$ cat src/rtl/bus_rx_pkg.sv
// Shared types and defaults for the bus monitor capture path.
// The record layout follows the default parameter set of bus_rx_capture.
package bus_rx_pkg;

  localparam int DRVRS_DEF   = 4;
  localparam int PCKG_SZ_DEF = 16;
  localparam int DEPTH_DEF   = 8;
  localparam int TS_W_DEF    = 32;
  localparam int DEV_W_DEF   = $clog2(DRVRS_DEF);

  localparam logic [7:0] BCAST_ID = 8'hFF;

  typedef struct packed {
    logic [DEV_W_DEF-1:0]   dev;
    logic [TS_W_DEF-1:0]    ts;
    logic [PCKG_SZ_DEF-1:0] pckg;
  } rx_rec_t;

  // Index of the device 'off' positions after 'base' in a ring of n devices.
  function automatic int rr_idx(input int base, input int off, input int n);
    int s;
    s = base + off;
    return (s >= n) ? (s - n) : s;
  endfunction

endpackage

$ cat src/rtl/rx_sync_fifo.sv
// Generic synchronous FIFO of DEPTH records with full/empty flags.
// Read data is the head entry and only changes when an entry is popped.
module rx_sync_fifo
  import bus_rx_pkg::*;
#(
  parameter int  DEPTH = DEPTH_DEF,
  parameter type T     = rx_rec_t
) (
  input  logic i_clk,
  input  logic i_rst_n,
  input  logic i_wr_en,
  input  T     i_wr_data,
  input  logic i_rd_en,
  output T     o_rd_data,
  output logic o_full,
  output logic o_empty
);

  localparam int AW = $clog2(DEPTH);

  T               r_mem [DEPTH];
  logic [AW:0]    r_wr_ptr;
  logic [AW:0]    r_rd_ptr;
  logic           w_wr;
  logic           w_rd;

  // Pointers carry one extra wrap bit so full and empty are distinguishable.
  assign o_empty = (r_wr_ptr == r_rd_ptr);
  assign o_full  = (r_wr_ptr[AW] != r_rd_ptr[AW]) &&
                   (r_wr_ptr[AW-1:0] == r_rd_ptr[AW-1:0]);

  assign w_rd = i_rd_en && !o_empty;
  assign w_wr = i_wr_en && (!o_full || w_rd);

  assign o_rd_data = r_mem[r_rd_ptr[AW-1:0]];

  always_ff @(posedge i_clk or negedge i_rst_n) begin
    if (!i_rst_n) begin
      r_wr_ptr <= '0;
      r_rd_ptr <= '0;
    end else begin
      if (w_wr) r_wr_ptr <= r_wr_ptr + 1'b1;
      if (w_rd) r_rd_ptr <= r_rd_ptr + 1'b1;
    end
  end

  always_ff @(posedge i_clk) begin
    if (w_wr) r_mem[r_wr_ptr[AW-1:0]] <= i_wr_data;
  end

endmodule

$ cat src/rtl/bus_rx_capture.sv
// Capture front-end: per-device staging, round-robin arbitration into one FIFO.
// Optional destination-ID check is built when BUS_RX_ADDR_CHECK_EN is defined.
module bus_rx_capture
  import bus_rx_pkg::*;
#(
  parameter int DRVRS   = DRVRS_DEF,
  parameter int PCKG_SZ = PCKG_SZ_DEF,
  parameter int DEPTH   = DEPTH_DEF,
  parameter int TS_W    = TS_W_DEF
) (
  input  logic                             clk_i,
  input  logic                             rst_n_i,
  input  logic [DRVRS-1:0]                 push_i,
  input  logic [DRVRS-1:0][PCKG_SZ-1:0]    D_push_i,
  output logic                             out_valid_o,
  input  logic                             out_ready_i,
  output logic [PCKG_SZ-1:0]               out_pckg_o,
  output logic [$clog2(DRVRS)-1:0]         out_dev_o,
  output logic [TS_W-1:0]                  out_ts_o,
  output logic [15:0]                      drop_cnt_o,
  output logic                             addr_err_o
);

  localparam int DEV_W = $clog2(DRVRS);
  localparam int DN_W  = $clog2(DRVRS + 1);

  logic [TS_W-1:0]                 r_ts;
  logic [DRVRS-1:0]                r_stg_vld;
  logic [DRVRS-1:0][PCKG_SZ-1:0]   r_stg_pckg;
  logic [DRVRS-1:0][TS_W-1:0]      r_stg_ts;
  logic [DEV_W-1:0]                r_rr;
  logic [15:0]                     r_drop_cnt;

  logic                            w_gnt_vld;
  logic [DEV_W-1:0]                w_gnt_idx;
  logic                            w_full;
  logic                            w_empty;
  logic                            w_pop;
  logic                            w_wr;
  logic [DRVRS-1:0]                w_gnt_oh;
  logic [DRVRS-1:0]                w_load;
  logic [DRVRS-1:0]                w_drop;
  logic [DN_W-1:0]                 w_drop_n;
  logic [16:0]                     w_drop_sum;
  rx_rec_t                         w_wr_rec;
  rx_rec_t                         w_rd_rec;

  // Output handshake: a record transfers on any rising edge where
  // out_valid_o && out_ready_i; while valid and not ready the fields hold.
  assign w_pop = out_valid_o && out_ready_i;
  assign w_wr  = w_gnt_vld && (!w_full || w_pop);

  always_comb begin
    w_gnt_vld = 1'b0;
    w_gnt_idx = '0;
    for (int k = 0; k < DRVRS; k++) begin
      if (!w_gnt_vld && r_stg_vld[rr_idx(int'(r_rr), k, DRVRS)]) begin
        w_gnt_vld = 1'b1;
        w_gnt_idx = DEV_W'(rr_idx(int'(r_rr), k, DRVRS));
      end
    end
  end

  // A granted slot can accept a new packet in the same cycle it drains.
  always_comb begin
    w_gnt_oh = '0;
    w_load   = '0;
    w_drop   = '0;
    w_drop_n = '0;
    for (int i = 0; i < DRVRS; i++) begin
      w_gnt_oh[i] = w_wr && (w_gnt_idx == DEV_W'(i));
      w_load[i]   = push_i[i] && (!r_stg_vld[i] || w_gnt_oh[i]);
      w_drop[i]   = push_i[i] && r_stg_vld[i] && !w_gnt_oh[i];
      w_drop_n    = w_drop_n + DN_W'(w_drop[i]);
    end
  end

  assign w_drop_sum = {1'b0, r_drop_cnt} + 17'(w_drop_n);

  always_comb begin
    w_wr_rec      = '0;
    w_wr_rec.dev  = w_gnt_idx;
    w_wr_rec.ts   = r_stg_ts[w_gnt_idx];
    w_wr_rec.pckg = r_stg_pckg[w_gnt_idx];
  end

  always_ff @(posedge clk_i or negedge rst_n_i) begin
    if (!rst_n_i) begin
      r_ts       <= '0;
      r_stg_vld  <= '0;
      r_stg_pckg <= '0;
      r_stg_ts   <= '0;
      r_rr       <= '0;
      r_drop_cnt <= '0;
    end else begin
      r_ts       <= r_ts + 1'b1;
      r_drop_cnt <= w_drop_sum[16] ? 16'hFFFF : w_drop_sum[15:0];
      for (int i = 0; i < DRVRS; i++) begin
        if (w_load[i]) begin
          r_stg_vld[i]  <= 1'b1;
          r_stg_pckg[i] <= D_push_i[i];
          r_stg_ts[i]   <= r_ts;
        end else if (w_gnt_oh[i]) begin
          r_stg_vld[i] <= 1'b0;
        end
      end
      if (w_wr) begin
        r_rr <= (w_gnt_idx == DEV_W'(DRVRS - 1)) ? '0 : w_gnt_idx + 1'b1;
      end
    end
  end

  rx_sync_fifo #(
    .DEPTH (DEPTH),
    .T     (rx_rec_t)
  ) u_fifo (
    .i_clk     (clk_i),
    .i_rst_n   (rst_n_i),
    .i_wr_en   (w_wr),
    .i_wr_data (w_wr_rec),
    .i_rd_en   (w_pop),
    .o_rd_data (w_rd_rec),
    .o_full    (w_full),
    .o_empty   (w_empty)
  );

  // Fields read as zero whenever nothing is presented, including during reset.
  assign out_valid_o = !w_empty;
  assign out_pckg_o  = out_valid_o ? w_rd_rec.pckg : '0;
  assign out_dev_o   = out_valid_o ? w_rd_rec.dev  : '0;
  assign out_ts_o    = out_valid_o ? w_rd_rec.ts   : '0;
  assign drop_cnt_o  = r_drop_cnt;

`ifdef BUS_RX_ADDR_CHECK_EN
  logic             r_addr_err;
  logic [DRVRS-1:0] w_bad;

  always_comb begin
    w_bad = '0;
    for (int i = 0; i < DRVRS; i++) begin
      w_bad[i] = w_load[i] &&
                 (D_push_i[i][PCKG_SZ-1 -: 8] != 8'(i)) &&
                 (D_push_i[i][PCKG_SZ-1 -: 8] != BCAST_ID);
    end
  end

  always_ff @(posedge clk_i or negedge rst_n_i) begin
    if (!rst_n_i) begin
      r_addr_err <= 1'b0;
    end else if (|w_bad) begin
      r_addr_err <= 1'b1;
    end
  end

  assign addr_err_o = r_addr_err;
`else
  assign addr_err_o = 1'b0;
`endif

endmodule

$ cat config.mk
export PLATFORM = sky130hd
export DESIGN_NAME = bus_rx_capture
export DESIGN_NICKNAME = d
export VERILOG_FILES = /design/src/rtl/bus_rx_pkg.sv /design/src/rtl/rx_sync_fifo.sv /design/src/rtl/bus_rx_capture.sv
export SDC_FILE = /design/constraint.sdc
export NUM_CORES = 1
export LEC_CHECK = 0
export ABC_AREA = 1
export CORE_MARGIN = 2
export CORE_UTILIZATION = 50
export CTS_BUF_LIST = sky130_fd_sc_hd__clkbuf_4 sky130_fd_sc_hd__clkbuf_8
export DETAILED_ROUTE_END_ITERATION = 10
export GPL_ROUTABILITY_DRIVEN = 0
export PLACE_DENSITY = 0.68
export SLEW_MARGIN = 25
export SYNTH_ARGS = -nofsm -noshare
export SYNTH_HDL_FRONTEND = slang
export SYNTH_HIERARCHICAL = 1
export SYNTH_SLANG_ARGS = --single-unit
$ cat constraint.sdc
create_clock -name clk_i -period 8 [get_ports clk_i]
set_input_delay 1.6 -clock clk_i [delete_from_list [all_inputs] [get_ports clk_i]]
set_output_delay 1.6 -clock clk_i [all_outputs]
set_load 0.05 [all_outputs]
# ---- After elaboration in Yosys (flattened, before gate mapping)
# Memories as Yosys holds them, arrays and structs flattened.
# Cells that the tools add are included.
dict set report word_totals {
  reg_bits 254
  ramBits 400
  in_bits 71
  output_inout_bits 68
  word_cells 139
  n_memories 1
}
# name words width rd rd_clocked_by_memory_dff write_ports line_no
set mem_list {}
lappend mem_list {u_fifo.r_mem 8 50 1 0 1 rx_sync_fifo.sv:21} ;# T r_mem [DEPTH];
dict set report op_classes {
  addsub 15
  magnitude_cmp 9
  eq_ne 6
  muxes 43
  n_reduce_logical 48
}
# op count
set ops {}
lappend ops {{$mux W32} 6}
lappend ops {{$lt A32 B4 Y1 const B} 4}
lappend ops {{$bmux W32 S2} 1}
lappend ops {{$mux W16} 3}
lappend ops {{$add A32 B1 Y32 const B} 1}
lappend ops {{$bmux W16 S2} 1}
lappend ops {{$logic_and A1 B1 Y1} 24}
lappend ops {{$mux W1} 22}
lappend ops {{$add A16 B3 Y17} 1}
lappend ops {{$logic_not A1 Y1} 13}
lappend ops {{$mux W2} 6}
lappend ops {{$sub A3 B3 Y4 const B} 3}
lappend ops {{$ge A3 B3 Y1 const B} 3}
lappend ops {{$add A4 B1 Y4 const B} 2}
lappend ops {{$bmux W1 S2} 4}
lappend ops {{$reduce_bool A2 Y1} 4}
lappend ops {{$add A2 B2 Y3 const B} 2}
lappend ops {{$logic_or A1 B1 Y1} 6}
lappend ops {{$eq A2 B2 Y1 const B} 2}
lappend ops {{$eq A4 B4 Y1} 1}
lappend ops {{$sub A2 B3 Y4 const B} 1}
lappend ops {{$add A2 B1 Y3} 1}
lappend ops {{$add A2 B1 Y3 const B} 1}
lappend ops {{$add A3 B1 Y3} 1}
lappend ops {{other kinds (8)} 8}

# ---- Logic depth before layout (Yosys ltp)
dict set report depth {
  depth_word 24
  ltp_mapped 26
  ltp_nobuf 24
}

# ---- Modules after synthesis
# Netlist, hierarchy kept.
# mod instances cells_per_inst area_per_inst_um2 seq_area_each_um2
set modules_own_cells {}
lappend modules_own_cells {rx_sync_fifo 1 1209 15955.3 12211.7}
lappend modules_own_cells {bus_rx_capture 1 1545 12054.1 6155.9}

# ---- Least setup slack after synthesis
# Ideal clock, no wire load.
dict set report synth_path {
  path_type {input-to-reg}
  start {input out_ready_i}
  end {memory u_fifo/r_mem[2][0] (netlist bit), enable pin}
  setup_time_ns 0.458
  arrival_time_ns 4.312
  required_ns 7.542
  slack_ns 3.230
  stages 6
  n_path_buf 0
  cell_sequence {inv_1 > nor2_1 > inv_1 > nand4_4 > nand3_2 > nor2_1}
}
dict set report synth_between {
  elab_chain_cells 6
  word_cells_on_any_way 8
  classes_between {2 x mux; 6 x reduce/logical}
}
# item line_no
set synth_rtl {}
lappend synth_rtl {{from (decl)} bus_rx_capture.sv:16} ;# input logic out_ready_i,
lappend synth_rtl {{$logic_and A1 B1 Y1 (*)} bus_rx_capture.sv:50} ;# assign w_pop = out_valid_o && out_ready_i;
lappend synth_rtl {{via w_pop} bus_rx_capture.sv:38} ;# logic w_pop;
lappend synth_rtl {{$logic_or A1 B1 Y1 / $logic_and A1 B1 Y1 (equally long branches)} {bus_rx_capture.sv:51, rx_sync_fifo.sv:32}}
lappend synth_rtl {{$logic_and A1 B1 Y1 / $logic_or A1 B1 Y1 (equally long branches)} {bus_rx_capture.sv:51, rx_sync_fifo.sv:33}}
lappend synth_rtl {{$logic_and A1 B1 Y1 (*)} rx_sync_fifo.sv:33} ;# assign w_wr = i_wr_en && (!o_full || w_rd);
lappend synth_rtl {{$mux W1 (*)} rx_sync_fifo.sv:48} ;# if (w_wr) r_mem[r_wr_ptr[AW-1:0]] <= i_wr_data;
lappend synth_rtl {{$mux W1 (not written as such) (*)} rx_sync_fifo.sv:48}
lappend synth_rtl {{to (decl)} rx_sync_fifo.sv:21}
# Mark *: on every way through the listed nets, which the timed path passes. The rest lies on a longest branch.

==> results.json <==
{
  "skew_ns": 0.0348,
  "cts_setup_buffers": 0,
  "seq_area_um2": 18400,
  "wirelength_um": 71200,
  "ys_seq_elements": 654,
  "numCtsBuffers": 101,
  "synth_edf_count": 400,
  "io_pins": 139,
  "clock_latency_ns": 0.69,
  "gr-total-overflow": 0,
  "area_growth_pct": 13.1,
  "synthArstFlopShare": 0.388,
  "fin_crit_sh": 0.758,
  "cap_viol_max_count": 0,
  "syn-num-nets": 2833,
  "firstDrtPassIters": 8,
  "die_w_um": 241,
  "ant_nets": 0,
  "path_clk_slew_ns": 0.06,
  "cts-resized-gates": 0,
  "finalSetupViolCount": 0,
  "hold_class": "reg -> reg",
  "worst_pin_slew_ns": 1.02,
  "fp.dieH_um": 241,
  "synth_cell_types": 37,
  "hold_viol": 0,
  "grt.total_usage": 0.249,
  "cts_tree": "yes",
  "antenna_found_initial": 0,
  "avgSynthCellArea_um2": 10.2,
  "grt_max_degree": 109,
  "worstPathArrival_ns": 4.47,
  "cp_max_fo": 98,
  "nFillCells": 4597,
  "postSynthCellCount": 2754,
  "start_util": 0.507,
  "worstPathRequired_ns": 6.40,
  "grt_pass1_wl_um": 111000,
  "rsz0062_at_grt": "no",
  "root_buffer": "clkbuf_8",
  "dieArea_um2": 57900,
  "nets": 2926,
  "drc": 0,
  "routedWlPerCell_um": 19.4,
  "period_needed_ns": 6.07,
  "synth_ff_type": "edfxtp_1",
  "final_area_um2": 31700,
  "syn_area_um2": 28000,
  "relSlewSlack": 0.319,
  "num_vias": 20589,
  "viasPerCell": 5.60,
  "hpwl_um": 38900,
  "ys_warn_count": 6,
  "ys_seq_area_frac": 0.656,
  "numPortBuffers": 137,
  "status": "finished, final reports clean",
  "placed_area_um2": 29700,
  "drt_iter0_drc": 1828,
  "critPathLaunchType": "flop",
  "clock_sinks": 654,
  "slew_violations": 0,
  "placementRows": 86,
  "cp-end-kind": "primary output",
  "core-area_um2": 55200,
  "tns_ns": 0,
  "rrSetupSlack_ns": 1.94,
  "cts_buffer_depth": 3,
  "hold_buffers": 0,
  "multiInputGateArea_um2": 8330,
  "drive_above_1_share": 0.0844,
  "fmax_mhz": 165,
  "first_global_vias": 20270,
  "critical_path_class": "reg -> out",
  "h-tree-depth": 3
}
==> synthesized netlist by cell type, types with 13 or more instances <==
cell | count | area [um2]
buf_6 | 13 | 146
nor3_1 | 13 | 65.1
a22oi_1 | 48 | 360
dfrtp_1 | 254 | 6360
edfxtp_1 | 400 | 12000
o21ai_0 | 231 | 1160
o22ai_1 | 100 | 626
nand3_1 | 209 | 1050
buf_4 | 14 | 105
clkbuf_1 | 76 | 285
o21ai_1 | 50 | 250
buf_2 | 68 | 340
nor2_1 | 384 | 1440
inv_1 | 111 | 417
nand2_1 | 676 | 2540
xor2_1 | 34 | 298
==> path summary, 6_finish.rpt <==
path,start,cells after the start,to
worst min-delay path,r_stg_pckg[20],2,r_stg_pckg[20]
max in group asynchronous,rst_n_i,2,r_stg_ts[79]
min in group asynchronous,rst_n_i,1,r_stg_ts[86]
worst max-delay path,u_fifo/r_rd_ptr[0],9,out_ts_o[28]
worst max register to register,u_fifo/r_rd_ptr[0],23,drop_cnt_o[15]
worst min register to register,r_stg_pckg[20],2,r_stg_pckg[20]
==> worst max-delay path, cell delays in order, from the launching register on <==
cell	delay, ns
dfrtp_4	0.82
inv_4	0.44
buf_4	0.77
o21ai_0	0.23
o22ai_1	0.20
nand2_1	0.07
nand2_1	0.16
inv_1	0.05
nor2_1	0.08
clkdlybuf4s50_1	0.83
==> logic make-up after synthesis <==
logic type	count (synthesis)	synth area share
other cells	1	0.000134
simple gates	1319	0.192
compound gates	436	0.0868
flops	654	0.656
fa+ha+maj	8	0.00438
buf+inv	298	0.0490
xor+xnor	38	0.0122
==> flip-flops by register name, summed over array words and instances, names as in the netlist <==
signal and flops:
r_stg_ts 128, u_fifo/r_wr_ptr 4, r_rr 2, u_fifo/r_mem 400
r_stg_pckg 64, r_stg_vld 4, u_fifo/r_rd_ptr 4, r_ts 32
drop_cnt_o 16
==> area by class of cell <==
cell class              count  area share
well taps                 748      0.0295
clock inverters            31     0.00454
flip-flops and latches    654       0.580
clock buffers             151      0.0569
diodes                      1   0.0000790
multi-input cells        1802       0.263
inverters                 117      0.0140
repair buffers            171      0.0522
==> per-layer routing <==
layer / GRT usage / part of all wire / up-vias
met2: 0.409 / 0.47 / 810
li1: - / - / 9516
met5: 0 / 0 / -
met1: 0.339 / 0.43 / 10119
met4: 0.0881 / 0.025 / 0
met3: 0.0368 / 0.073 / 144
==> metrics by stage <==
stage | std cells | hold slack [ns] | worst slack (ns) | utilization
final | 3675 | 0.464 | 1.93 | 0.574
after floorplan | 2754 | 0.437 | 3.23 | -
after global routing | 3674 | 0.482 | 1.44 | 0.574
after detailed placement | 3492 | 0.453 | 1.85 | 0.539
after global placement | 3490 | 0.448 | 2.14 | 0.538
after CTS | 3674 | 0.468 | 1.88 | 0.574
==> layout by cell type, fill, tap and decap left out, drive strengths merged, types with 2 or more instances in the layout <==
master	count
a21oi	3
a22oi	48
a31oi	4
buf	38
clkbuf	151
clkdlybuf4s50	133
clkinv	29
clkinvlp	2
dfrtp	254
edfxtp	400
fa	3
ha	5
inv	117
nand2	690
nand3	211
nand3b	2
nand4	8
nor2	389
nor3	13
nor4	4
o21ai	281
o22ai	100
or2	2
xnor2	4
xor2	34
Power is left out: the tool's default activity adds up to more than one toggle a clock period on the data nets, which glitch-free logic cannot reach.
==> RTL edit, RTL diff (same settings) <==
Take the reset off `r_ts` and load it in a clocked block of its own.
--- a/src/rtl/bus_rx_capture.sv
+++ b/src/rtl/bus_rx_capture.sv
@@ -88,3 +88,2 @@
     if (!rst_n_i) begin
-      r_ts       <= '0;
       r_stg_vld  <= '0;
@@ -95,3 +94,2 @@
     end else begin
-      r_ts       <= r_ts + 1'b1;
       r_drop_cnt <= w_drop_sum[16] ? 16'hFFFF : w_drop_sum[15:0];
@@ -110,2 +108,6 @@
     end
+  end
+
+  always_ff @(posedge clk_i) begin
+    r_ts <= r_ts + 1'b1;
   end
Behaviour: not the same (a bounded check fails within 4 cycles, from zero or initial values and one cycle with rst_n_i low).
==> RTL edit against the original RTL <==
- wire length is 2.3% lower
- via count is 0.74% lower
- sequential cell count stayed put
- cell area hardly changed
- worst setup slack worse by 0.38 ns
- area after synthesis is 0.42% lower
- worst hold slack hardly changed
- non-clock buffer count stayed put
- critical path type is now reg2reg
- largest cell class unchanged
- highest routed layer is now met5
Power is not shown: default switching activity piles up to over one toggle a cycle in this logic, so the estimate is an artifact.
==> RTL edit: results (changes against the original RTL) <==
Status
  – Status: finished clean

Cells and area
  – # nets final: 2935 (+0.31%)
  – N_diodes: 0 (-1)
  – Layout cells sized above 1: 8.637% (+0.19 points)
  – Layout fillers: 4683 (+1.9%)

Setup path
  – Critical path's largest stage delay: 0.74 ns (-0.09 ns)
  – Critical-path top delay cell: inv_4
  – Max Fanout on Critical Path: 96 (-2.0%)
  – Worst Path Arrival: 7.05 ns (+2.58 ns)

Logic synthesis
  – Syn Nets: 2840 (+0.25%)
  – Synth cell count leaders: nand2_1 (681), edfxtp_1 (400), nor2_1 (383)
  – Synth async-reset ratio: 33.94% (-4.9 points)
  – Synth cell types: 43 (+16%)
  – Sequential-to-total area share from yosys stat: 65.28% (-0.30 points)
  – Top cells by area, synth: edfxtp_1 (43%), dfrtp_1 (20%), nand2_1 (9.2%)

Drt
  – Drt first pass iters: 5 (-3)
  – DRT iter0 DRCs: 1907 (+4.3%)
  – Via count: 20440 (-0.74%)
  – Detailed Route WL: 69.62 mm (-2.3%)

GRT
  – Total track usage: 24.40% (-0.47 points)
  – Largest net degree at the start of global routing: 108 (-0.92%)
  – First-pass GRT wire length: 109.1 mm (-1.7%)

STA
  – Worst Skew: 0.01984 ns (-0.01493 ns)
  – Relative max-transition margin: 35.91% (+4.1 points)

Clock tree
  – Clk_lat worst skew: 0.69 ns (about the same)
  – H-tree depth: 3 (unchanged)
  – Clk root buf: clkbuf_8
  – CTS Buf Count: 100 (-0.99%)

Placed design
  – HPWL after detailed placement: 38.09 mm (-2.0%)
==> RTL edit: worst max-delay path, delay by kind of cell, from the launching register on <==
| kind | cells | cell delay (ns) |
|---|---|---|
| flip-flops | 1 | 0.62 |
| AO/OA/AOI/OAI | 1 | 0.62 |
| adder cells (fa/ha/maj) | 3 | 1.08 |
| buffers and inverters | 5 | 2.03 |
| AND/OR/NAND/NOR | 13 | 1.93 |
==> RTL edit: cell families (layout without fill, tap and decap cells) <==
logic type,count (synthesis),after routing,synth area share [%]
AND/OR/NAND/NOR,1321,1321,19.29
flip-flops,654,654,65.28
AO/OA/AOI/OAI,438,438,8.761
buffers and inverters,301,481,4.993
XOR/XNOR,38,38,1.220
adder cells (fa/ha/maj),8,8,0.4396
other,1,1,0.01344
==> RTL edit: layout make-up <==
type / count / share of cell area, %
Sequential cell: 654 / 57.44
Multi-Input combinational cell: 1806 / 26.33
Clock buffer: 154 / 5.895
Timing Repair Buffer: 171 / 5.311
Tap cell: 748 / 2.951
Inverter: 123 / 1.480
Clock inverter: 33 / 0.5958
==> RTL edit: metal layers <==
metal | track usage [%] | up-vias | share of wire [%]
li1 | - | 9542 | -
met1 | 33.60 | 10040 | 43
met2 | 39.32 | 736 | 47
met3 | 4.041 | 116 | 7.2
met4 | 8.658 | 2 | 2.1
met5 | 0.8658 | - | 0.089
==> RTL edit: metrics by stage <==
| step | hold WS [ns] | worst slack, ns | cells | area [um2] |
|---|---|---|---|---|
| after global routing | 0.4855 | 1.018 | 3689 | 31710 |
| after floorplan | 0.4278 | 3.230 | 2761 | 27890 |
| after CTS | 0.4681 | 1.348 | 3687 | 31650 |
| after detailed placement | 0.4529 | 1.533 | 3500 | 29590 |
| after global placement | 0.4475 | 1.784 | 3499 | 29560 |
| final | 0.4641 | 1.553 | 3689 | 31710 |
==> RTL edit: worst paths after layout <==
kind	from	endpoint	slack, ns	depth (start not counted)
max	u_fifo/r_rd_ptr[0]$_DFFE_PN0P_	drop_cnt_o[8]$_DFF_PN0_	1.55	22
min	r_stg_pckg[22]$_DFFE_PN0P_	r_stg_pckg[22]$_DFFE_PN0P_	0.46	2
max reg2reg	u_fifo/r_rd_ptr[0]$_DFFE_PN0P_	drop_cnt_o[8]$_DFF_PN0_	1.55	22
min reg2reg	r_stg_pckg[22]$_DFFE_PN0P_	r_stg_pckg[22]$_DFFE_PN0P_	0.46	2
max in group asynchronous	rst_n_i	drop_cnt_o[14]$_DFF_PN0_	5.70	2
min in group asynchronous	rst_n_i	r_stg_ts[19]$_DFFE_PN0P_	0.88	1
